===== config.mk =====
export PLATFORM = sky130hd
export DESIGN_NAME = updown_sweep_ctrl
export DESIGN_NICKNAME = d
export VERILOG_FILES = /design/src/rtl/updown_sweep_pkg.sv /design/src/rtl/updown_core.sv /design/src/rtl/updown_sweep_ctrl.sv
export SDC_FILE = /design/constraint.sdc
export NUM_CORES = 1
export LEC_CHECK = 0
export ABC_AREA = 1
export CORE_MARGIN = 2
export CORE_UTILIZATION = 36
export DETAILED_ROUTE_END_ITERATION = 10
export SLEW_MARGIN = 5
export SYNTH_ARGS = -nofsm -noshare
export SYNTH_HDL_FRONTEND = slang
export SYNTH_SLANG_ARGS = --single-unit

===== constraint.sdc =====
create_clock -name clk -period 3.55 [get_ports clk]
set_clock_uncertainty 0.05 [all_clocks]
set_input_delay 0.71 -clock clk [delete_from_list [all_inputs] [get_ports clk]]
set_output_delay 0.71 -clock clk [all_outputs]
set_load 0.02 [all_outputs]

===== src/rtl/updown_sweep_pkg.sv =====
// Shared types and default sizing for the triangular sweep sequencer.
package updown_sweep_pkg;

    localparam int WIDTH_DEF     = 4;
    localparam int PAUSE_CYC_DEF = 2;
    localparam int SWP_W_DEF     = 4;

    typedef enum logic [2:0] {
        IDLE    = 3'd0,
        UP      = 3'd1,
        HOLD_HI = 3'd2,
        DOWN    = 3'd3,
        HOLD_LO = 3'd4
    } sweep_state_e;

    // Dwell counter width able to hold 0..pause, never narrower than one bit.
    function automatic int dwell_width(input int pause);
        return (pause < 1) ? 1 : $clog2(pause + 1);
    endfunction

endpackage


===== src/rtl/updown_core.sv =====
// Loadable up/down counter; load wins over enable.
module updown_core #(
    parameter int WIDTH = 4
) (
    input  logic             clk,
    input  logic             rst,
    input  logic             load,
    input  logic [WIDTH-1:0] load_val,
    input  logic             en,
    input  logic             up,
    output logic [WIDTH-1:0] count
);

    // Counter register: reset, load, step or hold.
    always_ff @(posedge clk) begin
        if (rst) begin
            count <= {WIDTH{1'b0}};
        end else if (load) begin
            count <= load_val;
        end else if (en) begin
            count <= up ? count + WIDTH'(1) : count - WIDTH'(1);
        end else begin
            count <= count;
        end
    end

endmodule


===== src/rtl/updown_sweep_ctrl.sv =====
// Sequences triangular lo..hi sweeps on the up/down core with dwell at each bound.
module updown_sweep_ctrl
    import updown_sweep_pkg::*;
#(
    parameter int WIDTH     = WIDTH_DEF,
    parameter int PAUSE_CYC = PAUSE_CYC_DEF,
    parameter int SWP_W     = SWP_W_DEF
) (
    input  logic             clk,
    input  logic             rst,
    input  logic             start,
    input  logic [WIDTH-1:0] lo,
    input  logic [WIDTH-1:0] hi,
    input  logic [SWP_W-1:0] sweeps,
    input  logic             abort,
    output logic [WIDTH-1:0] count,
    output logic             dir,
    output logic             busy,
    output logic             done,
    output logic             err
);

    localparam int DW_W = dwell_width(PAUSE_CYC);

    sweep_state_e     state_r;
    logic [WIDTH-1:0] lo_r, hi_r;
    logic [SWP_W-1:0] sweeps_r, sweep_cnt_r, sweep_next_s;
    logic [DW_W-1:0]  dwell_r;
    logic             load_s, en_s, up_s, dwell_hit_s;
    logic             arrive_hi_s, arrive_lo_s, sweep_done_s;
    logic [WIDTH-1:0] count_inc_s, count_dec_s;

    updown_core #(.WIDTH(WIDTH)) u_core (
        .clk      (clk),
        .rst      (rst),
        .load     (load_s),
        .load_val (lo),
        .en       (en_s),
        .up       (up_s),
        .count    (count)
    );

    // Core steering: the edge that leaves a hold also moves the count, so each bound shows 1+PAUSE_CYC cycles.
    always_comb begin
        load_s       = 1'b0;
        en_s         = 1'b0;
        up_s         = 1'b1;
        dwell_hit_s  = (dwell_r == DW_W'(PAUSE_CYC));
        count_inc_s  = count + WIDTH'(1);
        count_dec_s  = count - WIDTH'(1);
        sweep_next_s = sweep_cnt_r + SWP_W'(1);
        sweep_done_s = (sweeps_r != {SWP_W{1'b0}}) && (sweep_next_s == sweeps_r);
        case (state_r)
            IDLE: begin
                if (start && (lo < hi)) begin
                    load_s = 1'b1;
                end else begin
                    load_s = 1'b0;
                end
            end
            UP: begin
                en_s = !abort;
                up_s = 1'b1;
            end
            HOLD_HI: begin
                en_s = !abort && dwell_hit_s;
                up_s = 1'b0;
            end
            DOWN: begin
                en_s = !abort;
                up_s = 1'b0;
            end
            HOLD_LO: begin
                en_s = !abort && dwell_hit_s;
                up_s = 1'b1;
            end
            default: begin
                en_s = 1'b0;
                up_s = 1'b1;
            end
        endcase
        arrive_hi_s = en_s && up_s && (count_inc_s == hi_r);
        arrive_lo_s = en_s && !up_s && (count_dec_s == lo_r);
    end

    // Sweep FSM with registered status outputs; abort only matters outside IDLE.
    always_ff @(posedge clk) begin
        if (rst) begin
            state_r     <= IDLE;
            dir         <= 1'b1;
            busy        <= 1'b0;
            done        <= 1'b0;
            err         <= 1'b0;
            lo_r        <= {WIDTH{1'b0}};
            hi_r        <= {WIDTH{1'b0}};
            sweeps_r    <= {SWP_W{1'b0}};
            sweep_cnt_r <= {SWP_W{1'b0}};
            dwell_r     <= {DW_W{1'b0}};
        end else begin
            done <= 1'b0;
            err  <= 1'b0;
            if (abort && (state_r != IDLE)) begin
                state_r <= IDLE;
                busy    <= 1'b0;
                dir     <= 1'b1;
                dwell_r <= {DW_W{1'b0}};
            end else if (arrive_lo_s) begin
                sweep_cnt_r <= sweep_next_s;
                dwell_r     <= {DW_W{1'b0}};
                dir         <= 1'b1;
                if (sweep_done_s) begin
                    state_r <= IDLE;
                    busy    <= 1'b0;
                    done    <= 1'b1;
                end else begin
                    state_r <= HOLD_LO;
                end
            end else if (arrive_hi_s) begin
                state_r <= HOLD_HI;
                dir     <= 1'b0;
                dwell_r <= {DW_W{1'b0}};
            end else begin
                case (state_r)
                    IDLE: begin
                        if (start && (lo < hi)) begin
                            lo_r        <= lo;
                            hi_r        <= hi;
                            sweeps_r    <= sweeps;
                            sweep_cnt_r <= {SWP_W{1'b0}};
                            dwell_r     <= {DW_W{1'b0}};
                            dir         <= 1'b1;
                            busy        <= 1'b1;
                            state_r     <= UP;
                        end else if (start) begin
                            err <= 1'b1;
                        end else begin
                            state_r <= IDLE;
                        end
                    end
                    HOLD_HI: begin
                        if (dwell_hit_s) begin
                            state_r <= DOWN;
                        end else begin
                            dwell_r <= dwell_r + DW_W'(1);
                        end
                    end
                    HOLD_LO: begin
                        if (dwell_hit_s) begin
                            state_r <= UP;
                        end else begin
                            dwell_r <= dwell_r + DW_W'(1);
                        end
                    end
                    UP, DOWN: begin
                        state_r <= state_r;
                    end
                    default: begin
                        state_r <= IDLE;
                        busy    <= 1'b0;
                    end
                endcase
            end
        end
    end

endmodule

== Word level (Yosys, flattened, before mapping) ==
Cells that the tools add are included.
Cells by class
  reduce and logical (&&, ||, !) cells: 33
  magnitude comparators: 1
  eq/ne operators: 18
  add/sub/neg operators: 4
  bitwise logic cells: 4
  mux-type cells: 31
Operator list (number)
  4-bit two-way mux: 7
  3-bit two-way mux: 7
  4-bit == test: 3
  3-bit case mux with 4 select lines: 1
  4-bit AND reduction: 3
  2-bit nonzero test: 6
  1-bit two-way mux: 11
  4-bit by 1-bit adder with 4-bit output, second input constant: 2
  1-bit logical AND: 8
  4-bit != test, second input constant: 2
  2-bit OR reduction: 4
  4-bit OR reduction: 2
  3-bit by 2-bit == test with 1-bit output, second input constant: 2
  2-bit by 1-bit != test with 1-bit output, second input constant: 3
  3-bit OR reduction: 2
  6-bit OR reduction: 1
  5-bit != test, second input constant: 1
  5-bit AND reduction: 1
  4-bit < comparator: 1
  2-bit two-way mux: 2
  2-bit != test, second input constant: 2
  1-bit NOT: 4
  1-bit case mux with 2 select lines: 2
  2-bit case mux with 2 select lines: 1
  other kinds (13): 13
Storage, ports and cells
  word-level logic and storage cells: 102
  input bits: 16
  flip-flop bits (word level): 29

== Longest topological paths before layout ==
Gate-level depths: netlist (run 1).
  depth in word-level cells: 7
  gate-level depth with buffers: 14

== By module ==
From an unflattened synthesis (run 1), not the netlist that was laid out.
Unflattened totals
  cell total of the unflattened synthesis: 292
  area, all modules: 1875.5 um2
Modules (own cells, without submodules)
  updown_sweep_ctrl: area each 1589.0 um2, seq. area each 500.5 um2, cells an instance 250, instances 1
  updown_core: area each 286.5 um2, seq. area each 80.1 um2, cells an instance 42, instances 1

== Worst setup path before layout (run 1) ==
OpenSTA, ideal clock, no wires.
  path type: input-to-reg
  start: input hi[3]
  end: register u_core.count[1]
  arrival: 1827 ps
  path slack: 1557 ps
  setup time: 115 ps
  stages: 10
  cell sequence: inv_1 ha_1 a21oi_1 nand3_1 nor2_4 inv_2 nand2_1 nor2_1 o21ai_0 inv_1
Between the ends
  cells in the longest elaborated chain, start to end: 5
RTL lines
  from (decl): line updown_sweep_ctrl.sv:13  | input logic [WIDTH-1:0] hi,
  4-bit < comparator (*): line updown_sweep_ctrl.sv:55  | if (start && (lo < hi)) begin
  1-bit logical AND (*): line updown_sweep_ctrl.sv:55
  1-bit two-way mux (*): line updown_sweep_ctrl.sv:55
  1-bit two-way mux (*): line updown_sweep_ctrl.sv:53  | case (state_r)
  4-bit two-way mux / 2-bit nonzero test (equally long branches)
  to (signal assigned): line updown_core.sv:17  | count <= {WIDTH{1'b0}};
  to (signal assigned): line updown_core.sv:19  | count <= load_val;
  to (signal assigned): line updown_core.sv:21  | count <= up ? count + WIDTH'(1) : count - WIDTH'(1);
  to (decl): line updown_core.sv:11  | output logic [WIDTH-1:0] count
Every way passes the cells marked *; elsewhere a longest branch is shown, timed or not.
A chain may end at the register's enable or synchronous reset.

== Final worst setup path (run 1) ==
Ends and elaborated chain as after synthesis.

==> metrics.yaml, run 1 <==
hold_viol: 0
routed_wl_mm: 4.29
ys_warn_count: 0
fp.dieH_um: 76.2
rr_startpoint: "u_core.count[0]"
filler_cell_count: 552
ys_ff_latch: 29
path_cells: "clkdlybuf4s50_1 -> inv_1 -> ha_1 -> a21oi_1 -> nand3_1 -> nor2_4 -> inv_2 -> nand2_1 -> nor2_1 -> o21ai_0 -> inv_1"
rsz0062_at_grt: "no"
port_buffers: 23
drc: 0
worst_slew_pin_slew_ns: 0.425
hold_buffers: 0
cts.sinks: 29
grt_overflow_total: 0
grt_pass1_vias: 1583
worst_ep_arrival_time_ns: 2.74
async_flop_share: 0
antenna_found_initial: 0
routed_via_density: 4.62
crit_slowest_cell: "clkdlybuf4s50_1"
cts_resized: 0
cts-root-buf: "clkbuf_8"
hp-start: "lo_r[0]"
cts_post_setup_buffers_inserted: 0
netlist_instances: 285
holdPathStages: 2
holdPathEnd: "lo_r[0]"
gp_congestion: 0.813
crit_path_end_kind: "flop"
mostFrequentLayoutCells: "nand2_1, inv_1, dfxtp_1"
wl_per_cell_um: 11.3
num_io_pins: 24
h-tree-depth: 2
p_per_area_mw_per_mm2: 601
r2r-end: "state_r[0]"
num-nets-final: 332
syn_nets: 308
crit_fanout: 19
dr.first_iter.drc_count: 98
dieArea_mm2: 0.00580
die_x_um: 76.2
setup_violations: 0
min_path_type: "reg -> reg"
clockBufferDepth: 2
synth_edf_count: 0
rows: 26
synth.avg_cell_area_um2: 6.58
synth_seq_area_share: 0.310
grt_usage: 0.159
path_class: "in -> reg"
clkLatencyLatePin_ns: 0.29
clock.fmax_ghz: 0.384
ant_nets: 0
slew_headroom: 0.716
area_growth_syn_to_layout_pct: 22.0
dpl.hpwl_mm: 3.31
drive_gt1_frac: 0.142
fin_setup_tns_ns: 0
min_period_ns: 2.60
synth_cell_types: 33
peakVddDrop_uv: 309
status: "finished clean"
reg2reg_depth: 10
post-route-util: 0.451
startpoint_type: "input pin"
start_util: 0.369
cpPeakStageDelay_ns: 0.45
rrSetupSlack_ns: 1.38
core_area_mm2: 0.00507
cts_tree: "yes"
period_share: 0.734
drv_cap: 0
worstPathRequired_ns: 3.68
layout_commonest_cell: "nand2_1"
numCtsBuffers: 5
synthesis.area_mm2: 0.00187
grt_pass1_wl_mm: 7.41
critPathMostFrequentCell: "inv_1"
diodes: 0
clk_pin_slew_worst_paths_ns: 0.07
synth_top_flop_cell: "dfxtp_1"
first_pass_iters: 4
power.leakage_nw: 1.04
grt_max_degree: 20
vias: 1757
drv_slew: 0
[Yosys cell counts (2+ instances only)]
master	number	area share
nand2_1	73	0.15
nor3_1	3	0.0080
nand2_4	2	0.012
nor2_2	3	0.010
nand3_2	4	0.021
nor2_4	3	0.018
nand2_2	5	0.017
buf_4	2	0.0080
o21ai_0	14	0.037
ha_1	7	0.047
nand3_1	27	0.072
a21oi_1	21	0.056
dfxtp_1	29	0.31
inv_1	35	0.070
xnor2_1	3	0.014
nand4_1	4	0.013
a21oi_2	2	0.0093
o21ai_2	2	0.0093
nor2_1	22	0.044
clkbuf_1	2	0.0040
inv_2	10	0.020
[worst max-delay path by stage]
stage               start              end  slack (ns)
detailed placement  hi[3]  u_core.count[1]        0.64
global placement    hi[3]  u_core.count[2]        0.75
global route        hi[3]  u_core.count[1]        0.75
floorplan           hi[3]  u_core.count[1]        1.56
finish              hi[3]  u_core.count[1]        0.95
CTS                 hi[3]  u_core.count[1]        0.95
[flip-flops by register name (all words and copies together) (netlist names)]
name and flops:
busy 1, dir 1, done 1, dwell_r 2, err 1, hi_r 4, lo_r 4, state_r 3
sweep_cnt_r 4, sweeps_r 4, u_core.count 4
[layout make-up]
cell class | instances | area [um2] | share of cell area
clock inverter | 3 | 65.1 | 0.0284
clock buffer | 5 | 68.8 | 0.0301
timing repair buffer | 23 | 230 | 0.101
sequential | 29 | 581 | 0.254
multi-input combinational | 203 | 1070 | 0.468
inverter | 47 | 184 | 0.0804
tap | 70 | 87.6 | 0.0383
[kinds of logic (layout without fill, tap and decap cells)]
kind of cell    after synthesis  in the layout  share of synthesized area
compound gates               42             42                      0.123
flops                        29             29                      0.310
simple gates                150            150                      0.383
fa+ha+maj                     7              7                     0.0467
buf+inv                      53             78                      0.119
xor+xnor                      4              4                     0.0187
[per-stage QoR]
step / instance area, um2 / total power, mW / hold slack [ns] / cells / worst slack [ns]
floorplan: 1870 / 0.839 / 0.389 / 285 / 1.56
global placement: 2150 / 0.958 / 0.406 / 372 / 0.754
detailed placement: 2150 / 0.961 / 0.412 / 372 / 0.643
CTS: 2290 / 1.38 / 0.422 / 380 / 0.950
global route: 2290 / 1.48 / 0.445 / 380 / 0.745
finish: 2290 / 1.37 / 0.419 / 380 / 0.946
[critical path, delay by kind of cell]
| family | cells | cell delay (ns) |
|---|---|---|
| compound gates | 2 | 0.37 |
| fa+ha+maj | 1 | 0.28 |
| buf+inv | 4 | 0.74 |
| simple gates | 4 | 0.64 |
[power by group]
group	switching [mW]	internal, mW	total [mW]
Clock	0.141	0.279	0.420
Sequential	0.0525	0.379	0.432
Combinational	0.326	0.197	0.523
[per-layer routing]
layer	routed length [um]	GRT usage	vias to the layer above	share of wire
met5	0	0	-	0
met4	66	0.0545	0	0.015
met1	2210	0.215	764	0.52
li1	-	-	959	-
met3	138	0.0296	8	0.032
met2	1870	0.254	26	0.44
Note: power is estimated with default switching activity, not from simulation.
==> inputs of run 2 (changes only) <==
==> constraint.sdc (replaced) <==
create_clock -name clk -period 2.5 [get_ports clk]
set_clock_uncertainty 0.05 [all_clocks]
set_input_delay 0.5 -clock clk [delete_from_list [all_inputs] [get_ports clk]]
set_output_delay 0.5 -clock clk [all_outputs]
set_load 0.02 [all_outputs]
==> run 2 against run 1 <==
Hold slack got worse by 0.0036 ns. Sequential power increased by 42%. Critical endpoint is now state_r[0]. Die area unchanged. Cell count increased by 0.53%. Via count unchanged. Global-route usage decreased by 0.26 points. First-iteration DRC count increased by 6.1%. Cell area increased by 0.66%. Clock power increased by 38%. Register-to-register slack got worse by 1.1 ns.
==> metrics.yaml, run 2 (synthesized netlist as in run 1, its figures left out) <==
status: "finished clean"  # unchanged
dr.first_iter.drc_count: 104  # was 98
clk_pin_slew_worst_paths_ns: 0.07  # about the same
peakVddDrop_uv: 403  # was 309 uV
drv_slew: 0  # unchanged
startpoint_type: "flop"  # was input pin
r2r-end: "state_r[0]"  # unchanged
cts.sinks: 29  # unchanged
grt_max_degree: 20  # unchanged
antenna_found_initial: 0  # unchanged
drive_gt1_frac: 0.147  # was 0.142
cts_tree: "yes"  # unchanged
internal_power_mw: 1.22  # was 855 uW
worst_ep_arrival_time_ns: 2.30  # was 2.74 ns
mostFrequentLayoutCells: "nand2_1, inv_1, dfxtp_1"  # unchanged
clkLatencyLatePin_ns: 0.28  # was 0.29 ns
start_util: 0.369  # unchanged
power.share.combinational: 0.386  # was 0.380
gp_congestion: 0.831  # was 0.813
cpPeakStageDelay_ns: 0.56  # was 0.45 ns
routed_via_density: 4.60  # was 4.62
wl_per_cell_um: 10.8  # was 11.3 um
cts-root-buf: "clkbuf_8"  # unchanged
grt_pass1_wl_mm: 7.40  # was 7.41 mm
ant_nets: 0  # unchanged
post-route-util: 0.454  # was 0.451
p_per_area_mw_per_mm2: 845  # was 601 mW/mm2
cts_resized: 0  # unchanged
dieArea_mm2: 0.00580  # unchanged
grt_overflow_total: 0  # unchanged
fin_setup_tns_ns: 0  # unchanged
dpl.hpwl_mm: 3.20  # was 3.31 mm
num-nets-final: 334  # was 332
slew_headroom: 0.728  # was 0.716
hp-start: "lo_r[0]"  # unchanged
hold_viol: 0  # unchanged
power_mw: 1.94  # was 1.37 mW
power.leakage_nw: 1.05  # was 1.04 nW
crit_path_end_kind: "flop"  # unchanged
period_share: 0.869
reg2reg_depth: 10  # unchanged
critPathMostFrequentCell: "nor2_1"  # was inv_1
cts_post_setup_buffers_inserted: 0  # unchanged
worstPathRequired_ns: 2.63  # was 3.68 ns
area_growth_syn_to_layout_pct: 22.8  # was 22.0%
diodes: 0  # unchanged
setup_violations: 0  # unchanged
fp.dieH_um: 76.2  # unchanged
crit_fanout: 10  # was 19
crit_slowest_cell: "dfxtp_1"  # was clkdlybuf4s50_1
worst_slew_pin_slew_ns: 0.407  # was 0.425 ns
rsz0062_at_grt: "no"  # unchanged
rr_startpoint: "u_core.count[0]"  # unchanged
clock.fmax_ghz: 0.460
routed_wl_mm: 4.12  # was 4.29 mm
port_buffers: 23  # unchanged
core_area_mm2: 0.00507  # unchanged
rrSetupSlack_ns: 0.33  # was 1.38 ns
crit_start: "u_core.count[0]"  # was hi[3]
cp-endpoint: "state_r[0]"  # was u_core.count[1]
vias: 1757  # unchanged
drv_cap: 0  # unchanged
p_sw_uw: 725  # was 520 uW
die_x_um: 76.2  # unchanged
drc: 0  # unchanged
hold_buffers: 0  # unchanged
p_seq_frac: 0.315  # was 0.314
holdPathStages: 2  # unchanged
sw_frac_of_total: 0.373  # was 0.378
path_cells: "inv_2 -> ha_1 -> xnor2_1 -> nand3_1 -> nor2_1 -> nand3_2 -> nand3_1 -> nand2_1 -> nor2_1 -> nor2_1"  # was clkdlybuf4s50_1 -> inv_1 -> ha_1 -> a21oi_1 -> nand3_1 -> nor2_4 -> inv_2 -> nand2_1 -> nor2_1 -> o21ai_0 -> inv_1
grt_pass1_vias: 1616  # was 1583
clock_power_share: 0.299  # was 0.306
clockBufferDepth: 2  # unchanged
h-tree-depth: 2  # unchanged
grt_usage: 0.156  # was 0.159
numCtsBuffers: 5  # unchanged
min_period_ns: 2.17
min_path_type: "reg -> reg"  # unchanged
num_io_pins: 24  # unchanged
path_class: "reg -> reg"  # was in -> reg
layout_commonest_cell: "nand2_1"  # unchanged
first_pass_iters: 4  # unchanged
rows: 26  # unchanged
## run 2: cell types whose count changed in the layout (fill, tap and decap cells not counted), sizes merged
cell  change
buf       +2
## run 2: layout make-up
cell class / count / area (um2)
multi-input combinational: 203 / 1070
tap: 70 / 87.6
clock buffer: 5 / 68.8
inverter: 47 / 184
sequential: 29 / 581
clock inverter: 3 / 65.1
timing repair buffer: 25 / 245
fill: 556 / 2770
## run 2: worst max-delay path: cells and delay by family (launching register included)
family / cells / cell delay (ns)
buffers and inverters: 1 / 0.13
flip-flops: 1 / 0.56
AND/OR/NAND/NOR: 7 / 0.73
XOR/XNOR: 1 / 0.21
adder cells (fa/ha/maj): 1 / 0.39
## run 2: power by group through the flow
stage | sequential [mW] | clock [mW] | combinational, mW
global placement | 0.624 | 0 | 0.745
detailed placement | 0.624 | 0 | 0.749
finish | 0.613 | 0.581 | 0.750
floorplan | 0.622 | 0 | 0.570
global route | 0.626 | 0.620 | 0.866
CTS | 0.614 | 0.592 | 0.755
## run 2: routing by layer
layer  track usage  share of wire
met1         0.212           0.51
met2         0.249           0.46
met3        0.0379          0.028
met4        0.0382         0.0044
met5             0              0
## run 2: worst min-delay path by stage
stage	slack (ns)	end
after floorplan	0.39	lo_r[0]
after global placement	0.41	lo_r[0]
after detailed placement	0.41	lo_r[0]
after CTS	0.42	lo_r[0]
after global routing	0.45	lo_r[1]
final	0.42	lo_r[0]
## run 2: metrics by stage
stage                     std cells  hold slack (ns)  worst slack (ns)  instance area, um2
after floorplan                 285            0.389             0.566                1870
after global placement          374            0.406            0.0947                2170
after detailed placement        374            0.406            0.0585                2170
after CTS                       382            0.418             0.339                2300
after global routing            382            0.449             0.130                2300
final                           382            0.416             0.327                2300
==> inputs of run 3 (changes only) <==
--- a/config.mk
+++ b/config.mk
@@ -6,6 +6,7 @@
 export NUM_CORES = 1
 export LEC_CHECK = 0
 export ABC_AREA = 1
+export CAP_MARGIN = 15
 export CORE_MARGIN = 2
 export CORE_UTILIZATION = 36
 export DETAILED_ROUTE_END_ITERATION = 10
==> results of run 3 <==
Same layout as run 2: the final DEF is identical, and so are final timing and power.
